--- config.mk ---
export PLATFORM = sky130hd
export DESIGN_NAME = snoop_responder
export DESIGN_NICKNAME = d
export VERILOG_FILES = /design/src/rtl/snoop_responder.sv
export SDC_FILE = /design/constraint.sdc
export NUM_CORES = 1
export LEC_CHECK = 0
export BUFFER_PORTS_ARGS = -buffer_cell sky130_fd_sc_hd__buf_2
export CAP_MARGIN = 20
export CORE_MARGIN = 5
export CORE_UTILIZATION = 45
export CTS_CLUSTER_DIAMETER = 150
export DETAILED_ROUTE_END_ITERATION = 10
export PLACE_DENSITY = 0.84
export SETUP_SLACK_MARGIN = 0.05
export SLEW_MARGIN = 10
export SYNTH_ARGS = -nofsm -noshare
export SYNTH_HDL_FRONTEND = slang
export SYNTH_SLANG_ARGS = --single-unit
--- constraint.sdc ---
create_clock -name clk_i -period 1.8 [get_ports clk_i]
set_input_delay 0.18 -clock clk_i [delete_from_list [all_inputs] [get_ports clk_i]]
set_output_delay 0.18 -clock clk_i [all_outputs]
set_load 0.005 [all_outputs]
--- src/rtl/snoop_responder.sv ---
// snoop_responder: ACE snoop responder, cache side.
// Takes one AC snoop at a time, looks up the tag array, commits the new line state,
// answers on CR and, when DataTransfer=1, streams the line on CD one beat at a time.
// Optional feature macro: SNOOP_RESPONDER_ERR_EN (unsupported ACSNOOP answered with Error).

package snoop_pkg;
  typedef logic [2:0] acprot_t;
  typedef logic [3:0] acsnoop_t;
  typedef struct packed {
    logic was_unique;
    logic is_shared;
    logic pass_dirty;
    logic error;
    logic data_transfer;
  } resp_t;
endpackage

module snoop_responder #(
  parameter int SNOOP_ADDR_WIDTH = 64,
  parameter int SNOOP_DATA_WIDTH = 64,
  parameter int LINE_WIDTH       = 512,
  localparam int BEATS           = LINE_WIDTH / SNOOP_DATA_WIDTH,
  localparam int BW              = (BEATS > 1) ? $clog2(BEATS) : 1
) (
  input  logic                        clk_i,
  input  logic                        rst_ni,
  input  logic [SNOOP_ADDR_WIDTH-1:0] ac_addr_i,
  input  snoop_pkg::acprot_t          ac_prot_i,
  input  snoop_pkg::acsnoop_t         ac_snoop_i,
  input  logic                        ac_valid_i,
  output logic                        ac_ready_o,
  output snoop_pkg::resp_t            cr_resp_o,
  output logic                        cr_valid_o,
  input  logic                        cr_ready_i,
  output logic [SNOOP_DATA_WIDTH-1:0] cd_data_o,
  output logic                        cd_last_o,
  output logic                        cd_valid_o,
  input  logic                        cd_ready_i,
  output logic                        tag_req_o,
  output logic [SNOOP_ADDR_WIDTH-1:0] tag_addr_o,
  input  logic                        tag_rvalid_i,
  input  logic [2:0]                  tag_state_i,
  output logic                        upd_valid_o,
  output logic [2:0]                  upd_state_o,
  output logic                        data_req_o,
  output logic [BW-1:0]               data_beat_o,
  input  logic                        data_rvalid_i,
  input  logic [SNOOP_DATA_WIDTH-1:0] data_rdata_i
);
  import snoop_pkg::*;

  localparam int OFS = $clog2(LINE_WIDTH / 8);
  localparam logic [SNOOP_ADDR_WIDTH-1:0] LINE_MASK = {{(SNOOP_ADDR_WIDTH-OFS){1'b1}}, {OFS{1'b0}}};
  localparam logic [BW-1:0] LAST_BEAT = BW'(BEATS - 1);
`ifdef SNOOP_RESPONDER_ERR_EN
  localparam resp_t UNSUP_RESP = 5'b00010;
`else
  localparam resp_t UNSUP_RESP = 5'b00000;
`endif

  typedef enum logic [2:0] {IDLE, LOOKUP, TAG_WAIT, RESP, DATA_REQ, DATA_WAIT, DATA_SEND} state_e;

  state_e                      state_q, state_d;
  logic                        ac_ready_q, ac_ready_d;
  logic [SNOOP_ADDR_WIDTH-1:0] addr_q, addr_d;
  acsnoop_t                    snoop_q, snoop_d;
  resp_t                       resp_q, resp_d;
  logic                        upd_valid_q, upd_valid_d;
  logic [2:0]                  upd_state_q, upd_state_d;
  logic [BW-1:0]               beat_q, beat_d;
  logic [SNOOP_DATA_WIDTH-1:0] buf_q, buf_d;

  resp_t      lk_resp;
  logic [2:0] lk_new;
  logic       lk_upd;
  logic       is_look, is_dvm;
  logic       unused_prot;

  assign unused_prot = ^ac_prot_i;

  // Classify the incoming snoop: tag-lookup types, DVM, or unsupported.
  always_comb begin
    is_look = ac_snoop_i inside {4'b0000, 4'b0001, 4'b0010, 4'b0011,
                                 4'b0111, 4'b1000, 4'b1001, 4'b1101};
    is_dvm  = (ac_snoop_i[3:1] == 3'b111);
  end

  // Hit response and new line state for the captured snoop; a miss leaves everything zero.
  always_comb begin
    lk_resp = '0;
    lk_new  = tag_state_i;
    if (tag_state_i[2]) begin
      unique case (snoop_q)
        4'b0000: begin lk_resp.data_transfer = 1'b1; lk_resp.is_shared = 1'b1; end
        4'b0001: begin
          lk_resp.data_transfer = 1'b1; lk_resp.is_shared = 1'b1;
          lk_resp.pass_dirty = tag_state_i[1]; lk_new = 3'b101;
        end
        4'b0010, 4'b0011: begin
          lk_resp.data_transfer = 1'b1; lk_resp.is_shared = 1'b1;
          lk_new = {1'b1, tag_state_i[1], 1'b1};
        end
        4'b0111: begin
          lk_resp.data_transfer = 1'b1; lk_resp.pass_dirty = tag_state_i[1];
          lk_resp.was_unique = ~tag_state_i[0]; lk_new = 3'b000;
        end
        4'b1001: begin
          lk_resp.data_transfer = tag_state_i[1]; lk_resp.pass_dirty = tag_state_i[1];
          lk_resp.was_unique = ~tag_state_i[0]; lk_new = 3'b000;
        end
        4'b1000: begin
          lk_resp.data_transfer = tag_state_i[1]; lk_resp.pass_dirty = tag_state_i[1];
          lk_resp.is_shared = 1'b1; lk_new = {1'b1, 1'b0, tag_state_i[0]};
        end
        4'b1101: begin lk_resp.was_unique = ~tag_state_i[0]; lk_new = 3'b000; end
        default: ;
      endcase
    end
    lk_upd = tag_state_i[2] && (lk_new != tag_state_i);
  end

  // Next-state and payload logic for the snoop FSM.
  always_comb begin
    state_d     = state_q;
    addr_d      = addr_q;
    snoop_d     = snoop_q;
    resp_d      = resp_q;
    upd_valid_d = 1'b0;
    upd_state_d = upd_state_q;
    beat_d      = beat_q;
    buf_d       = buf_q;
    unique case (state_q)
      IDLE: if (ac_valid_i && ac_ready_q) begin
        addr_d  = ac_addr_i & LINE_MASK;
        snoop_d = ac_snoop_i;
        if (is_look) begin
          resp_d  = '0;
          state_d = LOOKUP;
        end else begin
          // DVM and unsupported types bypass the tag array entirely.
          resp_d  = is_dvm ? resp_t'('0) : UNSUP_RESP;
          state_d = RESP;
        end
      end
      LOOKUP:   state_d = TAG_WAIT;
      TAG_WAIT: if (tag_rvalid_i) begin
        resp_d      = lk_resp;
        upd_valid_d = lk_upd;
        upd_state_d = lk_new;
        state_d     = RESP;
      end
      RESP:      if (cr_ready_i) state_d = resp_q.data_transfer ? DATA_REQ : IDLE;
      DATA_REQ:  state_d = DATA_WAIT;
      DATA_WAIT: if (data_rvalid_i) begin
        buf_d   = data_rdata_i;
        state_d = DATA_SEND;
      end
      DATA_SEND: if (cd_ready_i) begin
        if (beat_q == LAST_BEAT) begin
          beat_d  = '0;
          state_d = IDLE;
        end else begin
          beat_d  = beat_q + BW'(1);
          state_d = DATA_REQ;
        end
      end
      default: state_d = IDLE;
    endcase
    ac_ready_d = (state_d == IDLE);
  end

  // State and payload registers; reset aborts any snoop in flight.
  always_ff @(posedge clk_i or negedge rst_ni) begin
    if (!rst_ni) begin
      state_q     <= IDLE;
      ac_ready_q  <= 1'b0;
      addr_q      <= '0;
      snoop_q     <= '0;
      resp_q      <= '0;
      upd_valid_q <= 1'b0;
      upd_state_q <= '0;
      beat_q      <= '0;
      buf_q       <= '0;
    end else begin
      state_q     <= state_d;
      ac_ready_q  <= ac_ready_d;
      addr_q      <= addr_d;
      snoop_q     <= snoop_d;
      resp_q      <= resp_d;
      upd_valid_q <= upd_valid_d;
      upd_state_q <= upd_state_d;
      beat_q      <= beat_d;
      buf_q       <= buf_d;
    end
  end

  assign ac_ready_o  = ac_ready_q;
  assign cr_valid_o  = (state_q == RESP);
  assign cr_resp_o   = resp_q;
  assign cd_valid_o  = (state_q == DATA_SEND);
  assign cd_data_o   = buf_q;
  assign cd_last_o   = (state_q == DATA_SEND) && (beat_q == LAST_BEAT);
  assign tag_req_o   = (state_q == LOOKUP);
  assign tag_addr_o  = addr_q;
  assign upd_valid_o = upd_valid_q;
  assign upd_state_o = upd_state_q;
  assign data_req_o  = (state_q == DATA_REQ);
  assign data_beat_o = beat_q;

endmodule
==> summary.md, run 1 <==
| Metric | Value |
|---|---|
| Status | completed |
| Main combinational cell family by area after synthesis | multiplexers |
| HP Class | in -> reg |
| Worst EP arrival | 1.49 ns |
| Core ar. | 12700 sq um |
| Hold_ws | 0.0142 ns |
| CTS max path bufs | 2 |
| Xor and xnor area share after synthesis | 0 |
| Synth unique cells | 41 |
| Clock latency on the worst-skew pair | 0.42 ns |
| Drt via density | 4.85 |
| TritonCTS Buffers | 17 |
| Synth-to-layout area growth | 58.2% |
| Die area | 15400 sq um |
| First-pass GRT wire length | 26800 um |
| Worst slack at placement | 0.220 ns |
| Slew Viols, Final | 0 |
| Initial drt markers | 217 |
| Post-Synth Adder-Cell Area | 0.00428 |
| Fmax | 597 MHz |
| Vias in the first global route | 5162 |
| CP max FO | 4 |
| Compound-Gate Fraction of Synth Area | 0.0319 |
| Worst-margin pin slew | 0.510 ns |
| Total Wirelength | 17800 um |
| Type of destination of the critical path | output port |
| Final Hold Fails | 0 |
| Slew Limit Headroom | 0.656 |
| CP max-delay cell | dfrtp_1 |
| Final setup fails | 0 |
| Worst vdd ir | 0.000896 V |
| Largest stage delay, worst path | 0.41 ns |
| Required @ worst endpoint | 1.62 ns |
| Residual DRC count | 0 |
| Buffers and inverters on the worst path | 1 |
| Setup TNS | 0 ns |
| Setup Crit Path Kind | reg -> out |
| Top FF cell, synth | dfrtp_1 |
| CTS clk-pin slew, worst paths | 0.06 ns |
| Sequential share of the synthesized area | 0.604 |
| Final Util | 0.730 |
| Site Rows | 41 |
| Global-route usage over all layers | 0.232 |
| Cells after synthesis | 368 |
| Worst clock skew | 0.00623 ns |
| Final ANT Viol Nets | 0 |
| Yosys warning count | 0 |
| Root Driver | clkbuf_16 |
| Minimum clock period | 1.67 ns |
| Asr flop ratio synth | 1.00 |
| Top Ports | 291 |
| Max cap viols | 0 |
| Largest net degree at the start of global routing | 65 |
| Clk sink count | 141 |
| EDFF count, synth | 0 |
| # H-tree levels | 4 |
| Most common cell on crit path | ha_1 |
| Starting Density | 0.461 |
| Mapped cell area | 5850 sq um |
| Crit start category | flop |
| Final worst slack | 0.126 ns |
| Simple-Gate Fraction of Synth Area | 0.0387 |
| Worst path cell trace | ha_1 > ha_1 > and2_1 > buf_2 |
| Layout cell share with drive strength beyond 1 | 0.572 |
| Multiplexer share of the synthesized area | 0.287 |
| Post-synthesis register bit count | 141 |
| Pwr dens | 1610 nW/um^2 |
| Via count | 4641 |
| Wire length per cell | 18.6 um |
| Die X-Extent | 124 um |
| Initial antenna violation count | 1 |
| Number of port buffers | 274 |
| Die Span Y | 124 um |
| DRT Pass-1 Iters | 4 |
| Synthesized area per cell | 15.9 sq um |
| Layout Nets | 917 |
| Gpl congestion | 0.868 |
| Hpwl dp | 11300 um |
| RSZ-0062 raised after global routing | false |
| Final Cycle Share | 0.930 |
| Overflow after GRT | 0 |
| Cell family with most CP delay | adder cells |
| TritonCTS clock tree | built |
| Pleak | 0.00485 uW |
| Register-to-register setup slack | 0.20 ns |
-- worst paths after layout --
kind | to | start | depth (start not counted)
max | cd_last_o | data_beat_o[0]$_DFFE_PN0P_ | 4
min | tag_addr_o[14]$_DFFE_PN0P_ | ac_addr_i[14] | 2
max reg2reg | cd_data_o[21]$_DFFE_PN0P_ | state_q[2]$_DFF_PN0_ | 3
min reg2reg | cd_data_o[46]$_DFFE_PN0P_ | cd_data_o[46]$_DFFE_PN0P_ | 1
max in group asynchronous | cd_data_o[22]$_DFFE_PN0P_ | rst_ni | 3
min in group asynchronous | cd_data_o[40]$_DFFE_PN0P_ | rst_ni | 2
-- repair_timing --
action / CTS / global route
setup endpoints to repair: 0 / 0
resized for setup: 0 / 0
hold buffers: 114 / 3
buffers inserted: 0 / 0
endpoints found under the hold margin: 158 / 3
-- layout by cell type, fill, tap and decap left out, types with 4 or more instances in the layout --
| cell | n |
|---|---|
| buf_4 | 6 |
| nand2_1 | 9 |
| conb_1 | 7 |
| nand2b_1 | 4 |
| clkbuf_16 | 17 |
| buf_2 | 273 |
| buf_12 | 5 |
| o21ai_0 | 8 |
| inv_1 | 4 |
| dfrtp_1 | 141 |
| nor2_1 | 5 |
| bufinv_16 | 5 |
| mux2_2 | 68 |
| mux2_4 | 60 |
| a21oi_1 | 5 |
| dlygate4sd3_1 | 117 |
-- synthesized netlist by cell type, types with 2 or more instances --
cell | instances | area [sq um]
dfrtp_1 | 141 | 3530
mux2_2 | 68 | 766
mux2_4 | 60 | 901
buf_2 | 9 | 45.0
buf_4 | 9 | 67.6
nand2_1 | 9 | 33.8
o21ai_0 | 8 | 40.0
buf_6 | 6 | 67.6
a21oi_1 | 5 | 25.0
nor2_1 | 5 | 18.8
inv_1 | 4 | 15.0
nand2b_1 | 4 | 25.0
a21o_1 | 3 | 22.5
nor3_1 | 3 | 15.0
a32o_1 | 2 | 20.0
and2_1 | 2 | 12.5
and2b_1 | 2 | 15.0
and3b_1 | 2 | 17.5
ha_1 | 2 | 25.0
nand3_1 | 2 | 10.0
nand4b_1 | 2 | 17.5
-- sequential cells by signal, summed over array words and instances, names as in the netlist --
signal	count
cd_data_o	64
state_q	3
data_beat_o	3
tag_addr_o	58
ac_ready_o	1
upd_state_o	3
cr_resp_o	4
snoop_q	4
upd_valid_o	1
-- stage by stage --
stage	cell area (sq um)	instances	total power, uW
final	9250	957	14900
after global routing	9250	956	15700
after CTS	9210	952	14800
after detailed placement	7420	806	10700
after global placement	7420	806	10400
after floorplan	5870	374	8370
-- metal layers --
metal,part of all wire,up-vias,global-route usage
met2,0.55,208,0.423
li1,-,2101,-
met4,0.034,0,0.117
met3,0.068,46,0.0513
met5,0,-,0
met1,0.35,2286,0.252
-- final cells by class --
class	instances	area, sq um
inverter	4	15.0
timing repair buffer	402	2690
tap	172	215
sequential	141	3530
fill	750	3420
multi-input combinational	204	2140
clock buffer	22	464
clock inverter	10	185
antenna	2	5.00
-- worst reg2reg max path: cells and delay by family (launching register included) --
| kind | cells | cell delay [ns] |
|---|---|---|
| and+or+nand+nor | 1 | 0.22 |
| muxes | 1 | 0.47 |
| DFF | 1 | 0.49 |
| buffers and inverters | 1 | 0.31 |
-- cell families (layout without fill, tap and decap cells) --
logic type,count (synthesis),count (layout)
flip-flops,141,141
other,1,9
AO/OA/AOI/OAI,28,28
buffers and inverters,29,438
adder cells (fa/ha/maj),2,2
multiplexers,129,129
AND/OR/NAND/NOR,38,38
-- where the power goes --
part	internal, uW	switching (uW)
clock	2540	1320
sequential	4730	1010
combinational	3230	2090
total	10500	4420
Note: power is estimated with default switching activity, not from simulation.
==> inputs of run 2 (changes only) <==
--- a/config.mk
+++ b/config.mk
@@ -7,11 +7,11 @@
 export LEC_CHECK = 0
 export BUFFER_PORTS_ARGS = -buffer_cell sky130_fd_sc_hd__buf_2
 export CAP_MARGIN = 20
-export CORE_MARGIN = 5
-export CORE_UTILIZATION = 45
+export CORE_MARGIN = 10
+export CORE_UTILIZATION = 35
 export CTS_CLUSTER_DIAMETER = 150
 export DETAILED_ROUTE_END_ITERATION = 10
-export PLACE_DENSITY = 0.84
+export PLACE_DENSITY = 0.69
 export SETUP_SLACK_MARGIN = 0.05
 export SLEW_MARGIN = 10
 export SYNTH_ARGS = -nofsm -noshare
==> summary.md, run 2 (synthesized netlist as in run 1, its figures left out) <==
| Metric | Value |
|---|---|
| Most common cell on crit path | ha_1 |
| Finished Cell Area | 9350 sq um |
| Largest net degree at the start of global routing | 59 |
| Drt via density | 4.44 |
| PnR Total Power | 15000 uW |
| HP Class | in -> reg |
| Final ANT Viol Nets | 0 |
| Setup TNS | 0 ns |
| Pwr dens | 1610 nW/um^2 |
| Leading cell types in the layout, fill and taps excluded | buf_2 (273), dfrtp_1 (141), dlygate4sd3_1 (117) |
| Finished Layout Cells | 1005 |
| Starting Density | 0.355 |
| Type of destination of the critical path | output port |
| RSZ-0062 raised after global routing | false |
| Die Span Y | 149 um |
| Site Rows | 47 |
| TritonCTS clock tree | built |
| Max cap viols | 0 |
| Number of port buffers | 274 |
| Residual DRC count | 0 |
| Placed Instances | 853 |
| Worst path cell trace | ha_1 > ha_1 > and2_1 > buf_2 |
| TritonCTS Buffers | 17 |
| Global-route usage over all layers | 0.158 |
| Hpwl dp | 12500 um |
| Placed cell areas | 7470 sq um |
| CP max-delay cell | dfrtp_1 |
| Required @ worst endpoint | 1.62 ns |
| Vias in the first global route | 5117 |
| Minimum clock period | 1.65 ns |
| Overflow after GRT | 0 |
| Largest stage delay, worst path | 0.38 ns |
| Wire length per cell | 17.9 um |
| CTS max path bufs | 2 |
| Worst clock skew | 0.00981 ns |
| Die area | 22300 sq um |
| Layout Nets | 917 |
| Total Wirelength | 18000 um |
| Worst vdd ir | 0.000694 V |
| Setup Crit Path Kind | reg -> out |
| Die X-Extent | 149 um |
| Number of flip-flops in the largest register | 64 |
| Clk sink count | 141 |
| Synth-to-layout area growth | 59.9% |
| Final Cycle Share | 0.916 |
| CTS clk-pin slew, worst paths | 0.06 ns |
| Slew Viols, Final | 0 |
| Fmax | 606 MHz |
| Crit start category | flop |
| CP max FO | 3 |
| Pleak | 0.00487 uW |
| Post-CTS Resized | 0 |
| Gpl congestion | 0.801 |
| # H-tree levels | 4 |
| Cell family with most CP delay | adder cells |
| Core ar. | 16500 sq um |
| Root Driver | clkbuf_16 |
| Layout cell share with drive strength beyond 1 | 0.575 |
| DRT Pass-1 Iters | 4 |
| First-pass GRT wire length | 27900 um |
| Status | completed |
| Initial drt markers | 145 |
| Via count | 4461 |
| Final Hold Fails | 0 |
| Clock latency on the worst-skew pair | 0.41 ns |
| Leading cell type in the layout, fill and taps excluded | buf_2 |
| Buffers and inverters on the worst path | 1 |
| Top Ports | 291 |
| Initial antenna violation count | 2 |
| Final setup fails | 0 |
| Worst EP arrival | 1.47 ns |
==> run 2: worst paths after layout <==
| check | startpoint | endpoint | slack (ns) | cells past startpoint |
|---|---|---|---|---|
| min reg2reg | cr_resp_o[2]$_DFFE_PN0P_ | cr_resp_o[2]$_DFFE_PN0P_ | 0.48 | 1 |
| max in group asynchronous | rst_ni | tag_addr_o[13]$_DFFE_PN0P_ | 0.98 | 3 |
| min | data_rdata_i[61] | cd_data_o[61]$_DFFE_PN0P_ | 0.02 | 2 |
| min in group asynchronous | rst_ni | cd_data_o[25]$_DFFE_PN0P_ | 0.25 | 2 |
| max reg2reg | state_q[2]$_DFF_PN0_ | cd_data_o[51]$_DFFE_PN0P_ | 0.20 | 3 |
| max | data_beat_o[0]$_DFFE_PN0P_ | cd_last_o | 0.15 | 4 |
==> run 2: timing repair <==
item                                    in CTS  in global routing
endpoints found under the hold margin      152                  0
endpoints found under the setup margin       0                  1
hold buffers                               117                  0
setup buffers                                0                  1
==> run 2: final cells by class <==
cell class	instances	area, sq um
fill	1297	7120
sequential	141	3530
timing repair buffer	402	2690
multi-input combinational	204	2140
clock buffer	20	457
tap	220	275
clock inverter	12	231
inverter	4	15.0
antenna	2	5.00
==> run 2: per-layer routing <==
layer  GRT usage  part of all wire  wire length [um]
met5           0           0.00072                13
met4      0.0604             0.022               395
met3      0.0661             0.088              1580
met2       0.278              0.51              9130
met1       0.166              0.38              6880
==> run 2: metrics by stage <==
step           utilization  hold slack [ns]  setup WS (ns)
2_1_floorplan            -           -0.116          0.348
3_3_place_gp         0.454            0.111          0.266
3_5_place_dp         0.454            0.116          0.218
4_1_cts              0.567          0.00149         0.0792
5_1_grt              0.567          0.00183         0.0690
6_report             0.568           0.0184          0.151
==> run 2: worst reg2reg max path: cells and delay by family, from the launching register on <==
kind | cells | cell delay (ns)
buffers and inverters | 1 | 0.30
multiplexers | 1 | 0.46
flip-flops | 1 | 0.49
AND/OR/NAND/NOR | 1 | 0.23
==> run 2: power by group <==
group | switching [uW] | leakage, uW | total, uW | internal, uW
Clock | 1350 | 0.000332 | 4040 | 2690
Combinational | 2070 | 0.00282 | 5310 | 3240
Sequential | 950 | 0.00172 | 5680 | 4730
Total | 4370 | 0.00487 | 15000 | 10700
==> inputs of run 3 (changes only) <==
--- a/config.mk
+++ b/config.mk
@@ -11,6 +11,7 @@
 export CORE_UTILIZATION = 35
 export CTS_CLUSTER_DIAMETER = 150
 export DETAILED_ROUTE_END_ITERATION = 10
+export GPL_TIMING_DRIVEN = 1
 export PLACE_DENSITY = 0.69
 export SETUP_SLACK_MARGIN = 0.05
 export SLEW_MARGIN = 10
==> constraint.sdc (replaced) <==
create_clock -name clk_i -period 1.8 [get_ports clk_i]
set_input_delay 0.36 -clock clk_i [delete_from_list [all_inputs] [get_ports clk_i]]
set_output_delay 0.36 -clock clk_i [all_outputs]
set_load 0.005 [all_outputs]
==> summary.md, run 3 (synthesized netlist as in run 1, its figures left out) <==
| Metric | Value |
|---|---|
| Final Hold Fails | 0 |
| Total Wirelength | 16100 um |
| DRT Pass-1 Iters | 4 |
| Initial drt markers | 152 |
| CP startpoint | data_beat_o[0]$_DFFE_PN0P_ |
| Hold Crit Start | tag_state_i[0] |
| Wire length per cell | 18.0 um |
| HP Class | in -> reg |
| Setup Crit Path Kind | reg -> out |
| Pwr dens | 1730 nW/um^2 |
| CP max FO | 2 |
| Clk sink count | 141 |
| Final worst slack | 0.0519 ns |
| PnR Total Power | 14000 uW |
| R2r worst-path depth | 4 |
| Worst EP arrival | 1.39 ns |
| Layout cell share with drive strength beyond 1 | 0.688 |
| Global-route usage over all layers | 0.140 |
| First-pass GRT wire length | 24500 um |
| Fmax | 572 MHz |
| Core ar. | 16500 sq um |
| CTS clk-pin slew, worst paths | 0.06 ns |
| Hold path depth | 2 |
| Largest net degree at the start of global routing | 65 |
| Initial antenna violation count | 1 |
| Number of flip-flops in the largest register | 64 |
| Final setup fails | 0 |
| Setup TNS | 0 ns |
| Final ANT Viol Nets | 0 |
| Worst path cell trace | ha_2 > ha_4 > and2_4 > buf_6 |
| Root Driver | clkbuf_16 |
| Worst vdd ir | 0.000821 V |
| Vias in the first global route | 4512 |
| Crit start category | flop |
| Minimum clock period | 1.75 ns |
| Layout Nets | 808 |
| Via count | 4053 |
| Site Rows | 47 |
| Pleak | 0.00435 uW |
| Max cap viols | 0 |
| Worst slack at placement | 0.202 ns |
| Die area | 22300 sq um |
| Required @ worst endpoint | 1.44 ns |
| # H-tree levels | 4 |
| Gpl congestion | 0.797 |
| Type of destination of the critical path | output port |
| Largest stage delay, worst path | 0.38 ns |
| Starting Density | 0.355 |
| Final Cycle Share | 0.971 |
| CP max-delay cell | dfrtp_1 |
| Leading cell types in the layout, fill and taps excluded | buf_2 (272), dfrtp_1 (138), mux2_2 (68) |
| Clock latency on the worst-skew pair | 0.41 ns |
| Register-to-register setup slack | 0.15 ns |
| Drt via density | 4.54 |
| Overflow after GRT | 0 |
| Top Ports | 291 |
| RSZ-0062 raised after global routing | true |
| Residual DRC count | 0 |
| Worst clock skew | 0.00920 ns |
| Number of port buffers | 274 |
| Die X-Extent | 149 um |
| TritonCTS Buffers | 17 |
| FF-to-FF Start | state_q[2]$_DFF_PN0_ |
| Leading cell type in the layout, fill and taps excluded | buf_2 |
| Synth-to-layout area growth | 39.0% |
| Slew Viols, Final | 0 |
| CTS max path bufs | 2 |
| Die Span Y | 149 um |
| TritonCTS clock tree | built |
| Hpwl dp | 12500 um |
| Status | completed |
## run 3: cell count changes in the layout (fill, tap and decap cells not counted), sizes merged
cell and delta:
clkinv +6, buf +7, diode -1, dlygate4sd3 -116
clkinvlp +1, bufinv -5, clkbuf -1, inv -3
## run 3: layout make-up
cell class	instances	area (sq um)
multi-input combinational	204	2160
antenna	1	2.50
inverter	4	15.0
timing repair buffer	293	1590
fill	1444	8340
sequential	141	3530
tap	220	275
clock buffer	19	453
clock inverter	11	96.3
## run 3: power by group
| part | switching (uW) | total, uW | internal (uW) |
|---|---|---|---|
| clock network | 1320 | 3270 | 1950 |
| logic | 1970 | 5110 | 3140 |
| registers | 929 | 5660 | 4730 |
## run 3: critical path, delay by kind of cell, from the launching register on
| family | cells | cell delay, ns |
|---|---|---|
| buf+inv | 1 | 0.11 |
| flops | 1 | 0.38 |
| simple gates | 1 | 0.13 |
| fa+ha+maj | 2 | 0.36 |
## run 3: worst paths after layout
kind | end
worst max-delay path | cd_last_o
worst min-delay path | cr_resp_o[4]$_DFFE_PN0P_
worst max register to register | cd_data_o[42]$_DFFE_PN0P_
worst min register to register | upd_state_o[0]$_DFFE_PN0P_
max in group asynchronous | tag_addr_o[16]$_DFFE_PN0P_
min in group asynchronous | cd_data_o[60]$_DFFE_PN0P_
## run 3: metrics by stage
stage | instance area [sq um] | instances | hold WS (ns) | util
global route | 8120 | 893 | 0.135 | 0.493
detailed placement | 7470 | 852 | 0.334 | 0.453
floorplan | 5870 | 374 | 0.0644 | -
finish | 8120 | 893 | 0.159 | 0.493
CTS | 8090 | 888 | 0.133 | 0.491
global placement | 7470 | 852 | 0.321 | 0.453
## run 3: metal layers
| layer | GRT usage | up-vias | wire length (um) |
|---|---|---|---|
| met2 | 0.234 | 189 | 7760 |
| met1 | 0.149 | 1977 | 6300 |
| met4 | 0.0496 | 0 | 274 |
| met3 | 0.0737 | 23 | 1760 |
| li1 | - | 1864 | - |
| met5 | 0 | - | 0 |
## run 3: timing repair
| action | 4_1_cts | 5_1_grt |
|---|---|---|
| setup buffers | 5 | 4 |
| pin swaps | 2 | 2 |
| hold buffers | 1 | 0 |
| gates cloned | 0 | 0 |
| gates resized for setup | 8 | 0 |
| hold endpoints to repair | 41 | 0 |
| endpoints found under the setup margin | 1 | 1 |
